File: src/rtl/mslope_pkg.sv
`timescale 1ns/1ps
// Shared types and defaults for the multi-slope conversion sequencer.
package mslope_pkg;

    typedef enum logic [1:0] {
        IDLE    = 2'd0,
        RUNUP   = 2'd1,
        RUNDOWN = 2'd2,
        ZEROS   = 2'd3
    } state_t;

    localparam int DEF_CYC_PER_PLC = 20;
    localparam int DEF_NPL_W       = 10;
    localparam int DEF_ZERO_CYC    = 5;
    localparam int DEF_CNT_W       = 16;
    localparam int DEF_RD_TIMEOUT  = 255;

    // Counter width for a modulus n; a modulus of 1 still needs one bit.
    function automatic int cnt_w(input int n);
        return (n > 1) ? $clog2(n) : 1;
    endfunction

endpackage

File: src/rtl/mslope_sat_cnt.sv
`timescale 1ns/1ps
// Clear/increment counter that sticks at all-ones; clear with inc set loads 1
// so the first tick of a phase is counted on the same edge that clears.
module mslope_sat_cnt
    import mslope_pkg::*;
#(
    parameter int W = DEF_CNT_W
) (
    input  logic         clk1ms,
    input  logic         rst,
    input  logic         clr,
    input  logic         inc,
    output logic [W-1:0] cnt
);

    always_ff @(posedge clk1ms or negedge rst) begin
        if (!rst) begin
            cnt <= '0;
        end else if (clr) begin
            cnt <= {{(W-1){1'b0}}, inc};
        end else if (inc && (cnt != {W{1'b1}})) begin
            cnt <= cnt + 1'b1;
        end
    end

endmodule

File: src/rtl/mslope_seq.sv
`timescale 1ns/1ps
// Multi-slope sequencer: run-up, run-down, auto-zero; COMP_SYNC_EN adds a 2-flop comp synchroniser.
// All outputs registered one tick after the deciding edge; free-running, no backpressure.
module mslope_seq
    import mslope_pkg::*;
#(
    parameter int CYC_PER_PLC = DEF_CYC_PER_PLC,
    parameter int NPL_W       = DEF_NPL_W,
    parameter int ZERO_CYC    = DEF_ZERO_CYC,
    parameter int CNT_W       = DEF_CNT_W,
    parameter int RD_TIMEOUT  = DEF_RD_TIMEOUT
) (
    input  logic             clk1ms,
    input  logic             rst,
    input  logic             enable,
    input  logic [NPL_W-1:0] npl,
    input  logic             comp,
    output logic             start,
    output logic             runup,
    output logic             rundown,
    output logic             ref_pos,
    output logic             ref_neg,
    output logic             zero,
    output logic             done,
    output logic             timeout,
    output logic [CNT_W-1:0] pos_cnt,
    output logic [CNT_W-1:0] neg_cnt,
    output logic [CNT_W-1:0] rd_cnt
);

    localparam int TICK_W = cnt_w(CYC_PER_PLC);
    localparam int ZC_W   = cnt_w(ZERO_CYC);
    localparam logic [TICK_W-1:0] TICK_LAST = TICK_W'(CYC_PER_PLC - 1);
    localparam logic [ZC_W-1:0]   ZC_LAST   = ZC_W'(ZERO_CYC - 1);
    localparam logic [CNT_W-1:0]  RD_LIMIT  = CNT_W'(RD_TIMEOUT);

    logic comp_s;

`ifdef COMP_SYNC_EN
    logic [1:0] comp_sync;

    always_ff @(posedge clk1ms or negedge rst) begin
        if (!rst) begin
            comp_sync <= '0;
        end else begin
            comp_sync <= {comp_sync[0], comp};
        end
    end

    assign comp_s = comp_sync[1];
`else
    assign comp_s = comp;
`endif

    state_t            state_q, state_nx;
    logic [NPL_W-1:0]  npl_q, npl_nx;
    logic [NPL_W-1:0]  plc_q, plc_nx;
    logic [TICK_W-1:0] tick_q, tick_nx;
    logic [ZC_W-1:0]   zc_q, zc_nx;
    logic              pol_q, pol_nx;
    logic              start_nx, runup_nx, rundown_nx, zero_nx, done_nx, timeout_nx;
    logic              ref_pos_nx, ref_neg_nx;
    logic              cnt_clr, pos_inc, neg_inc, rd_inc;

    always_comb begin
        state_nx   = state_q;
        npl_nx     = npl_q;
        plc_nx     = plc_q;
        tick_nx    = tick_q;
        zc_nx      = zc_q;
        timeout_nx = timeout;
        start_nx   = 1'b0;
        done_nx    = 1'b0;
        cnt_clr    = 1'b0;

        case (state_q)
            IDLE: begin
                if (enable) begin
                    npl_nx     = npl;
                    plc_nx     = '0;
                    tick_nx    = '0;
                    cnt_clr    = 1'b1;
                    timeout_nx = 1'b0;
                    start_nx   = 1'b1;
                    state_nx   = (npl == '0) ? RUNDOWN : RUNUP;
                end
            end
            RUNUP: begin
                // Tick-within-PLC and PLC counters give npl_q*CYC_PER_PLC ticks without a multiplier.
                if (tick_q == TICK_LAST) begin
                    tick_nx = '0;
                    if (plc_q == npl_q - 1'b1) begin
                        state_nx = RUNDOWN;
                    end else begin
                        plc_nx = plc_q + 1'b1;
                    end
                end else begin
                    tick_nx = tick_q + 1'b1;
                end
            end
            RUNDOWN: begin
                if (comp_s != pol_q) begin
                    state_nx = ZEROS;
                    zc_nx    = '0;
                end else if (rd_cnt >= RD_LIMIT) begin
                    state_nx   = ZEROS;
                    zc_nx      = '0;
                    timeout_nx = 1'b1;
                end
            end
            ZEROS: begin
                if (zc_q == ZC_LAST) begin
                    state_nx = IDLE;
                    done_nx  = 1'b1;
                end else begin
                    zc_nx = zc_q + 1'b1;
                end
            end
            default: state_nx = IDLE;
        endcase

        // Polarity is frozen from the comparator value seen on run-down entry.
        pol_nx = (state_q == RUNDOWN) ? pol_q : comp_s;

        runup_nx   = (state_nx == RUNUP);
        rundown_nx = (state_nx == RUNDOWN);
        zero_nx    = (state_nx == ZEROS);

        ref_pos_nx = 1'b0;
        ref_neg_nx = 1'b0;
        if (runup_nx) begin
            ref_neg_nx = comp_s;
            ref_pos_nx = ~comp_s;
        end else if (rundown_nx) begin
            ref_neg_nx = pol_nx;
            ref_pos_nx = ~pol_nx;
        end

        pos_inc = runup_nx & ~comp_s;
        neg_inc = runup_nx & comp_s;
        rd_inc  = rundown_nx;
    end

    always_ff @(posedge clk1ms or negedge rst) begin
        if (!rst) begin
            state_q <= IDLE;
            npl_q   <= '0;
            plc_q   <= '0;
            tick_q  <= '0;
            zc_q    <= '0;
            pol_q   <= 1'b0;
            start   <= 1'b0;
            runup   <= 1'b0;
            rundown <= 1'b0;
            ref_pos <= 1'b0;
            ref_neg <= 1'b0;
            zero    <= 1'b0;
            done    <= 1'b0;
            timeout <= 1'b0;
        end else begin
            state_q <= state_nx;
            npl_q   <= npl_nx;
            plc_q   <= plc_nx;
            tick_q  <= tick_nx;
            zc_q    <= zc_nx;
            pol_q   <= pol_nx;
            start   <= start_nx;
            runup   <= runup_nx;
            rundown <= rundown_nx;
            ref_pos <= ref_pos_nx;
            ref_neg <= ref_neg_nx;
            zero    <= zero_nx;
            done    <= done_nx;
            timeout <= timeout_nx;
        end
    end

    mslope_sat_cnt #(.W(CNT_W)) u_pos_cnt (
        .clk1ms (clk1ms),
        .rst    (rst),
        .clr    (cnt_clr),
        .inc    (pos_inc),
        .cnt    (pos_cnt)
    );

    mslope_sat_cnt #(.W(CNT_W)) u_neg_cnt (
        .clk1ms (clk1ms),
        .rst    (rst),
        .clr    (cnt_clr),
        .inc    (neg_inc),
        .cnt    (neg_cnt)
    );

    mslope_sat_cnt #(.W(CNT_W)) u_rd_cnt (
        .clk1ms (clk1ms),
        .rst    (rst),
        .clr    (cnt_clr),
        .inc    (rd_inc),
        .cnt    (rd_cnt)
    );

endmodule
File: config.mk
export PLATFORM = sky130hd
export DESIGN_NAME = mslope_seq
export DESIGN_NICKNAME = d
export VERILOG_FILES = /design/src/rtl/mslope_pkg.sv /design/src/rtl/mslope_sat_cnt.sv /design/src/rtl/mslope_seq.sv
export SDC_FILE = /design/constraint.sdc
export NUM_CORES = 1
export LEC_CHECK = 0
export BUFFER_PORTS_ARGS = -buffer_cell sky130_fd_sc_hd__clkbuf_2
export CAP_MARGIN = 25
export CORE_ASPECT_RATIO = 0.5
export CORE_MARGIN = 1.5
export CORE_UTILIZATION = 40
export CTS_CLUSTER_SIZE = 25
export DETAILED_ROUTE_END_ITERATION = 16
export PLACE_DENSITY = 0.69
export SYNTH_ARGS = -nofsm -noshare
export SYNTH_HDL_FRONTEND = slang
export SYNTH_HIERARCHICAL = 1
export SYNTH_SLANG_ARGS = --single-unit
File: constraint.sdc
create_clock -name clk1ms -period 4.9 [get_ports clk1ms]
set_clock_uncertainty 0.05 [all_clocks]
set_input_delay 0.245 -clock clk1ms [delete_from_list [all_inputs] [get_ports clk1ms]]
set_output_delay 0.245 -clock clk1ms [all_outputs]
set_load 0.1 [all_outputs]
==> out/qor.yml, run 1 <==
layout:
  drive_gt1_frac: 0.200
  multi_input_area_um2: 2700
  antennaDiodeCount: 0
  final_cells: 786
  seqCellArea_um2: 2180
  areaGrowthSynthToFinish_pct: 15.7
  nNetsFinal: 638
  final_cell_area_um2: 5900
  fillCellCount: 1143
yosys:
  syn-num-nets: 578
  synthArstFlopShare: 1.00
  synth_seq_cells: 87
  ys_seq_area_frac: 0.427
  synth.area.top_cells: "dfrtp_1 43%, nand2_1 4.6%, nor2_1 4.0%"
  synthTopCellsByCount: "87 x dfrtp_1, 62 x nand2_1, 54 x nor2_1"
  synth-edff-count: 0
  synth_top_area_frac: 0.427
  yosysMostFrequentCell: "dfrtp_1"
  syn_area_um2: 5100
  synth_ff_type: "dfrtp_1"
  synth_top_cell_by_area: "dfrtp_1"
  synth_area_per_cell_um2: 9.17
  synthesis.instances: 556
  ys_types: 55
  yosysWarnings: 6
power:
  seqPwrFrac: 0.355
  powerDensity_nw_per_um2: 547
  combPwrFrac: 0.415
  p_clk_frac: 0.231
  power.switching_w: 0.00152
  peakVddDrop_v: 0.000256
  intPower_w: 0.00171
  p_leak_nw: 2.51
  switching_share: 0.471
clock_tree:
  cts_num_sinks: 87
  clock_path_buffers: 2
  htree_num_levels: 3
  cts_root_buffer: "clkbuf_16"
  cts_hold_buf: 1
  cts_setup_buffers: 0
  clkTransAtPathRegs_ns: 0.06
  cts_tree: "built"
  clock_latency_ns: 0.34
  numCtsBuffers: 9
  ctsResizeCount: 0
hold_path:
  hold_class: "in2reg"
  min-delay-start: "npl[5]"
  hold_path_depth: 3
  hold_end: "npl_q[5]"
timing:
  fmax_mhz: 257
  worstMarginPinSlew_ns: 0.848
  setup-violations-final: 0
  worst_slack_ns: 1.00
  post-route-min-period_ns: 3.90
  tns_ns: 0
  final-max-slew-violation-count: 0
  holdWs_ns: 0.0759
  rsz0062_at_grt: "no"
  fin_crit_sh: 0.795
  max_slew_margin: 0.431
  finalHoldViolations: 0
floorplanning:
  ioPinCount: 70
  start_util: 0.421
  rows: 28
  die_x_um: 163
  die-area_um2: 13500
  die-height_um: 82.8
  coreArea_um2: 12100
global_routing:
  grt_usage: 0.176
  grt_antenna_before_repair: 0
  grt_pass1_vias: 3960
  grt_pass1_wl_um: 19500
  grt_max_degree: 54
  grt_overflow_total: 0
critical_path:
  cp.required_ns: 5.11
  worst-path-max-fanout: 9
  reg2reg_to: "u_rd_cnt/cnt[11]"
  worstSetupStartpointType: "register"
  rr_worst_depth: 13
  critPathKind: "reg2reg"
  end_kind: "register"
  r2r_setup_slack_ns: 1.00
  arrival_ns: 4.10
  r2r-start: "npl_q[0]"
route:
  drtIter0Drc: 387
  final_antenna_net_count: 0
  avgViaCountPerCell: 5.64
  drt-pass1-iter-count: 5
  routed_wl_um: 11600
  vias: 4431
  post-route-drc-count: 0
  post_drt_wl_per_cell_um: 14.8
placed_design:
  globalplace.congestion: 0.793
  place_ws_ns: 1.12
  io_buffers: 69
  place_area_um2: 5570
  placed_cells: 769
  hpwl_um: 8180
status:
  status: "completed"
job:
  cap_violations: 0
[metal layers]
layer  GRT usage  wire, um  up-vias
met4      0.0392       103        0
met1       0.249      5670     2144
met5           0         0        -
li1            -         -     2179
met2       0.272      5320       98
met3      0.0435       518       10
[placed cells by master (no fill, tap or decap), types with 18 or more instances in the layout]
cell,instances
a21oi_1,29
clkbuf_2,68
dfrtp_1,87
inv_1,28
nand2_1,62
nand3_1,23
nand4_1,18
nor2_1,54
nor3_1,18
o21ai_0,18
[power groups by stage]
stage	registers [W]	logic [W]	clock network [W]
2_1_floorplan	0.00163	0.000588	0
3_3_place_gp	0.00115	0.00131	0
3_5_place_dp	0.00116	0.00133	0
4_1_cts	0.00114	0.00134	0.000763
5_1_grt	0.00118	0.00144	0.000792
6_report	0.00114	0.00134	0.000744
[critical path: stages, from the launching register on]
cell	delay, ns
dfrtp_1	0.41
inv_1	0.12
ha_1	0.28
nand2b_1	0.16
a21oi_1	0.08
a31oi_1	0.17
o2111ai_1	0.20
nor4_1	0.51
a21oi_1	0.23
nor2_1	0.45
nand3_1	0.20
or2_0	0.36
or4_1	0.43
a21oi_1	0.17
[how the worst max path moves through the flow]
stage | startpoint | end | cells after the start
6_report | npl_q[0] | u_rd_cnt/cnt[11] | 13
5_1_grt | npl_q[0] | u_rd_cnt/cnt[11] | 13
4_1_cts | npl_q[0] | u_rd_cnt/cnt[11] | 13
3_5_place_dp | npl_q[2] | u_rd_cnt/cnt[11] | 11
3_3_place_gp | npl_q[2] | u_rd_cnt/cnt[11] | 11
2_1_floorplan | npl_q[2] | u_rd_cnt/cnt[11] | 13
[final cells by class]
class | count | share of cell area
inverter | 29 | 0.0185
clock inverter | 5 | 0.0138
timing repair buffer | 73 | 0.0645
sequential | 87 | 0.369
tap | 165 | 0.0350
clock buffer | 11 | 0.0411
multi-input combinational | 416 | 0.458
[per-stage QoR]
stage	util	total power (W)
4_1_cts	0.487	0.00325
3_5_place_dp	0.459	0.00249
3_3_place_gp	0.459	0.00245
5_1_grt	0.487	0.00341
6_report	0.487	0.00322
2_1_floorplan	-	0.00222
[flip-flops by register name (all words and copies together) (netlist names)]
| name | count |
|---|---|
| tick_q | 5 |
| timeout | 1 |
| start | 1 |
| u_rd_cnt/cnt | 16 |
| rundown | 1 |
| pol_q | 1 |
| runup | 1 |
| ref_neg | 1 |
| plc_q | 10 |
| zero | 1 |
| done | 1 |
| ref_pos | 1 |
| u_neg_cnt/cnt | 16 |
| u_pos_cnt/cnt | 16 |
| state_q | 2 |
| npl_q | 10 |
| zc_q | 3 |
[kinds of logic after synthesis]
group,share of synthesized area
multiplexers,0.0513
buffers and inverters,0.0429
AND/OR/NAND/NOR,0.297
flip-flops,0.427
AO/OA/AOI/OAI,0.143
XOR/XNOR,0.0189
adder cells (fa/ha/maj),0.0196
No activity file was read; power rests on OpenSTA's default activity.
==> run 2: changes to the inputs <==
==> constraint.sdc (replaced) <==
create_clock -name clk1ms -period 4 [get_ports clk1ms]
set_clock_uncertainty 0.05 [all_clocks]
set_input_delay 0.2 -clock clk1ms [delete_from_list [all_inputs] [get_ports clk1ms]]
set_output_delay 0.2 -clock clk1ms [all_outputs]
set_load 0.1 [all_outputs]
==> run 2 against run 1 <==
- final area decreased by 0.57%
- setup slack lost 0.65 ns
- non-clock buffer count up 1
- sequential cell count is the same
- global-route usage grew 0.67 points
- sequential power up 24%
- count of clock-buffer cells in the layout did not move
- fmax is 6.8% higher
- critical path depth is 2 lower
- total power is 19% higher
- largest cell class unchanged
- highest routed layer unchanged
==> out/qor.yml, run 2 (synthesized netlist as in run 1, its figures left out) <==
global_routing:
  grt_overflow_total: 0  # unchanged
  grt_pass1_wl_um: 20200  # was 19500 um
  grt_antenna_before_repair: 0  # unchanged
  grt_pass1_vias: 4132  # was 3960
  grt_max_degree: 47  # was 54
  grt_usage: 0.183  # was 0.176
layout:
  multi_input_area_um2: 2700  # unchanged
  reg_top3: "u_neg_cnt/cnt (16), u_pos_cnt/cnt (16), u_rd_cnt/cnt (16)"  # unchanged
  final_cell_area_um2: 5870  # was 5900 um2
  antennaDiodeCount: 0  # unchanged
  seqCellArea_um2: 2180  # unchanged
  nNetsFinal: 639  # was 638
  layout_commonest_cell: "dfrtp_1"  # unchanged
  fillCellCount: 1182  # was 1143
  drive_gt1_frac: 0.200  # unchanged
  areaGrowthSynthToFinish_pct: 15.0  # was 15.7%
  layout_common_cells: "87 x dfrtp_1, 68 x clkbuf_2, 62 x nand2_1"  # unchanged
floorplanning:
  die-height_um: 82.8  # unchanged
  start_util: 0.421  # unchanged
  die_x_um: 163  # unchanged
  rows: 28  # unchanged
  ioPinCount: 70  # unchanged
  die-area_um2: 13500  # unchanged
  coreArea_um2: 12100  # unchanged
clock_tree:
  clkTransAtPathRegs_ns: 0.06  # about the same
  cts_setup_buffers: 0  # unchanged
  cts_num_sinks: 87  # unchanged
  ctsResizeCount: 0  # unchanged
  clock_path_buffers: 2  # unchanged
  htree_num_levels: 3  # unchanged
  clock_latency_ns: 0.33  # was 0.34 ns
  cts_root_buffer: "clkbuf_16"  # unchanged
  cts_hold_buf: 1  # unchanged
  numCtsBuffers: 9  # unchanged
  cts_tree: "built"  # unchanged
route:
  drtIter0Drc: 265  # was 387
  dr_wl_met3_um: 512  # was 518 um
  final_antenna_net_count: 0  # unchanged
  avgViaCountPerCell: 5.69  # was 5.64
  met2WireLength_um: 5510  # was 5320 um
  routed_wl_um: 11900  # was 11600 um
  drt-pass1-iter-count: 8  # was 5
  post_drt_wl_per_cell_um: 15.2  # was 14.8 um
  vias: 4476  # was 4431
  post-route-drc-count: 0  # unchanged
  wl_met1_um: 5850  # was 5670 um
  top_layer: "met4"  # unchanged
critical_path:
  worstSetupStartpointType: "register"  # unchanged
  arrival_ns: 3.85  # was 4.10 ns
  critPathKind: "reg2reg"  # unchanged
  worst-path-max-fanout: 8  # was 9
  cp.required_ns: 4.20  # was 5.11 ns
  end_kind: "register"  # unchanged
placed_design:
  hpwl_um: 8420  # was 8180 um
  place_area_um2: 5590  # was 5570 um2
  globalplace.congestion: 0.813  # was 0.793
  io_buffers: 69  # unchanged
power:
  powerDensity_nw_per_um2: 653  # was 547 nW/um2
  p_total_w: 0.00383  # was 0.00322 W
  peakVddDrop_v: 0.000260  # was 0.000256 V
  p_leak_nw: 2.49  # was 2.51 nW
timing:
  post-route-min-period_ns: 3.65  # was 3.90 ns
  fin_crit_sh: 0.912  # was 0.795
  worstMarginPinSlew_ns: 0.822  # was 0.848 ns
  max_slew_margin: 0.449  # was 0.431
  tns_ns: 0  # unchanged
  final-max-slew-violation-count: 0  # unchanged
  setup-violations-final: 0  # unchanged
  finalHoldViolations: 0  # unchanged
  rsz0062_at_grt: "no"  # unchanged
  fmax_mhz: 274  # was 257 MHz
hold_path:
  hold_class: "in2reg"  # unchanged
status:
  status: "completed"  # unchanged
job:
  cap_violations: 0  # unchanged
## run 2: cell count changes in the layout (fill, tap and decap cells not counted), sizes merged
cell / before / now
clkinvlp: 1 / 0
buf: 4 / 5
inv: 29 / 31
bufinv: 2 / 0
## run 2: path summary, 6_finish.rpt
path,start,to,slack (ns),depth (start not counted)
setup reg to reg,npl_q[2],u_pos_cnt/cnt[11],0.35,11
hold reg to reg,zc_q[0],zc_q[0],0.46,1
max in group asynchronous,rst,npl_q[1],2.54,3
setup / recovery,npl_q[2],u_pos_cnt/cnt[11],0.35,11
min in group asynchronous,rst,u_rd_cnt/cnt[10],0.36,2
hold / removal,npl[8],npl_q[8],0.04,3
## run 2: layout make-up
class	instances	share of cell area
multi-input cells	416	0.461
flip-flops and latches	87	0.371
repair buffers	74	0.0683
clock buffers	11	0.0414
well taps	165	0.0352
inverters	29	0.0186
clock inverters	4	0.00469
## run 2: routing by layer
metal,vias to the layer above,GRT usage
met2,87,0.284
met4,0,0.0409
met3,5,0.0420
li1,2177,-
met5,-,0
met1,2207,0.258
## run 2: per-stage QoR
stage,worst slack [ns],std cells,hold WS (ns),util
floorplan,0.759,556,-0.146,-
global placement,0.512,770,0.186,0.461
detailed placement,0.396,770,0.189,0.461
CTS,0.394,786,0.0268,0.484
global route,0.0119,786,0.0421,0.484
finish,0.352,786,0.0367,0.484
## run 2: power by group
| part | total (W) | switching (W) | internal [W] |
|---|---|---|---|
| clock | 0.000774 | 0.000337 | 0.000437 |
| combinational | 0.00165 | 0.00121 | 0.000434 |
| sequential | 0.00141 | 0.000320 | 0.00109 |
| total | 0.00383 | 0.00187 | 0.00196 |
## run 2: worst max-delay path, stage by stage, from the launching register on
cell and delay (ns):
dfrtp_1 0.47, nor4_4 0.40, nand4_2 0.17, mux2_4 0.34, a31oi_4 0.21, or3_1 0.20
o21ai_1 0.17, nor2_1 0.42, nand3_1 0.18, or2_0 0.36, or4_1 0.44, a21oi_1 0.17
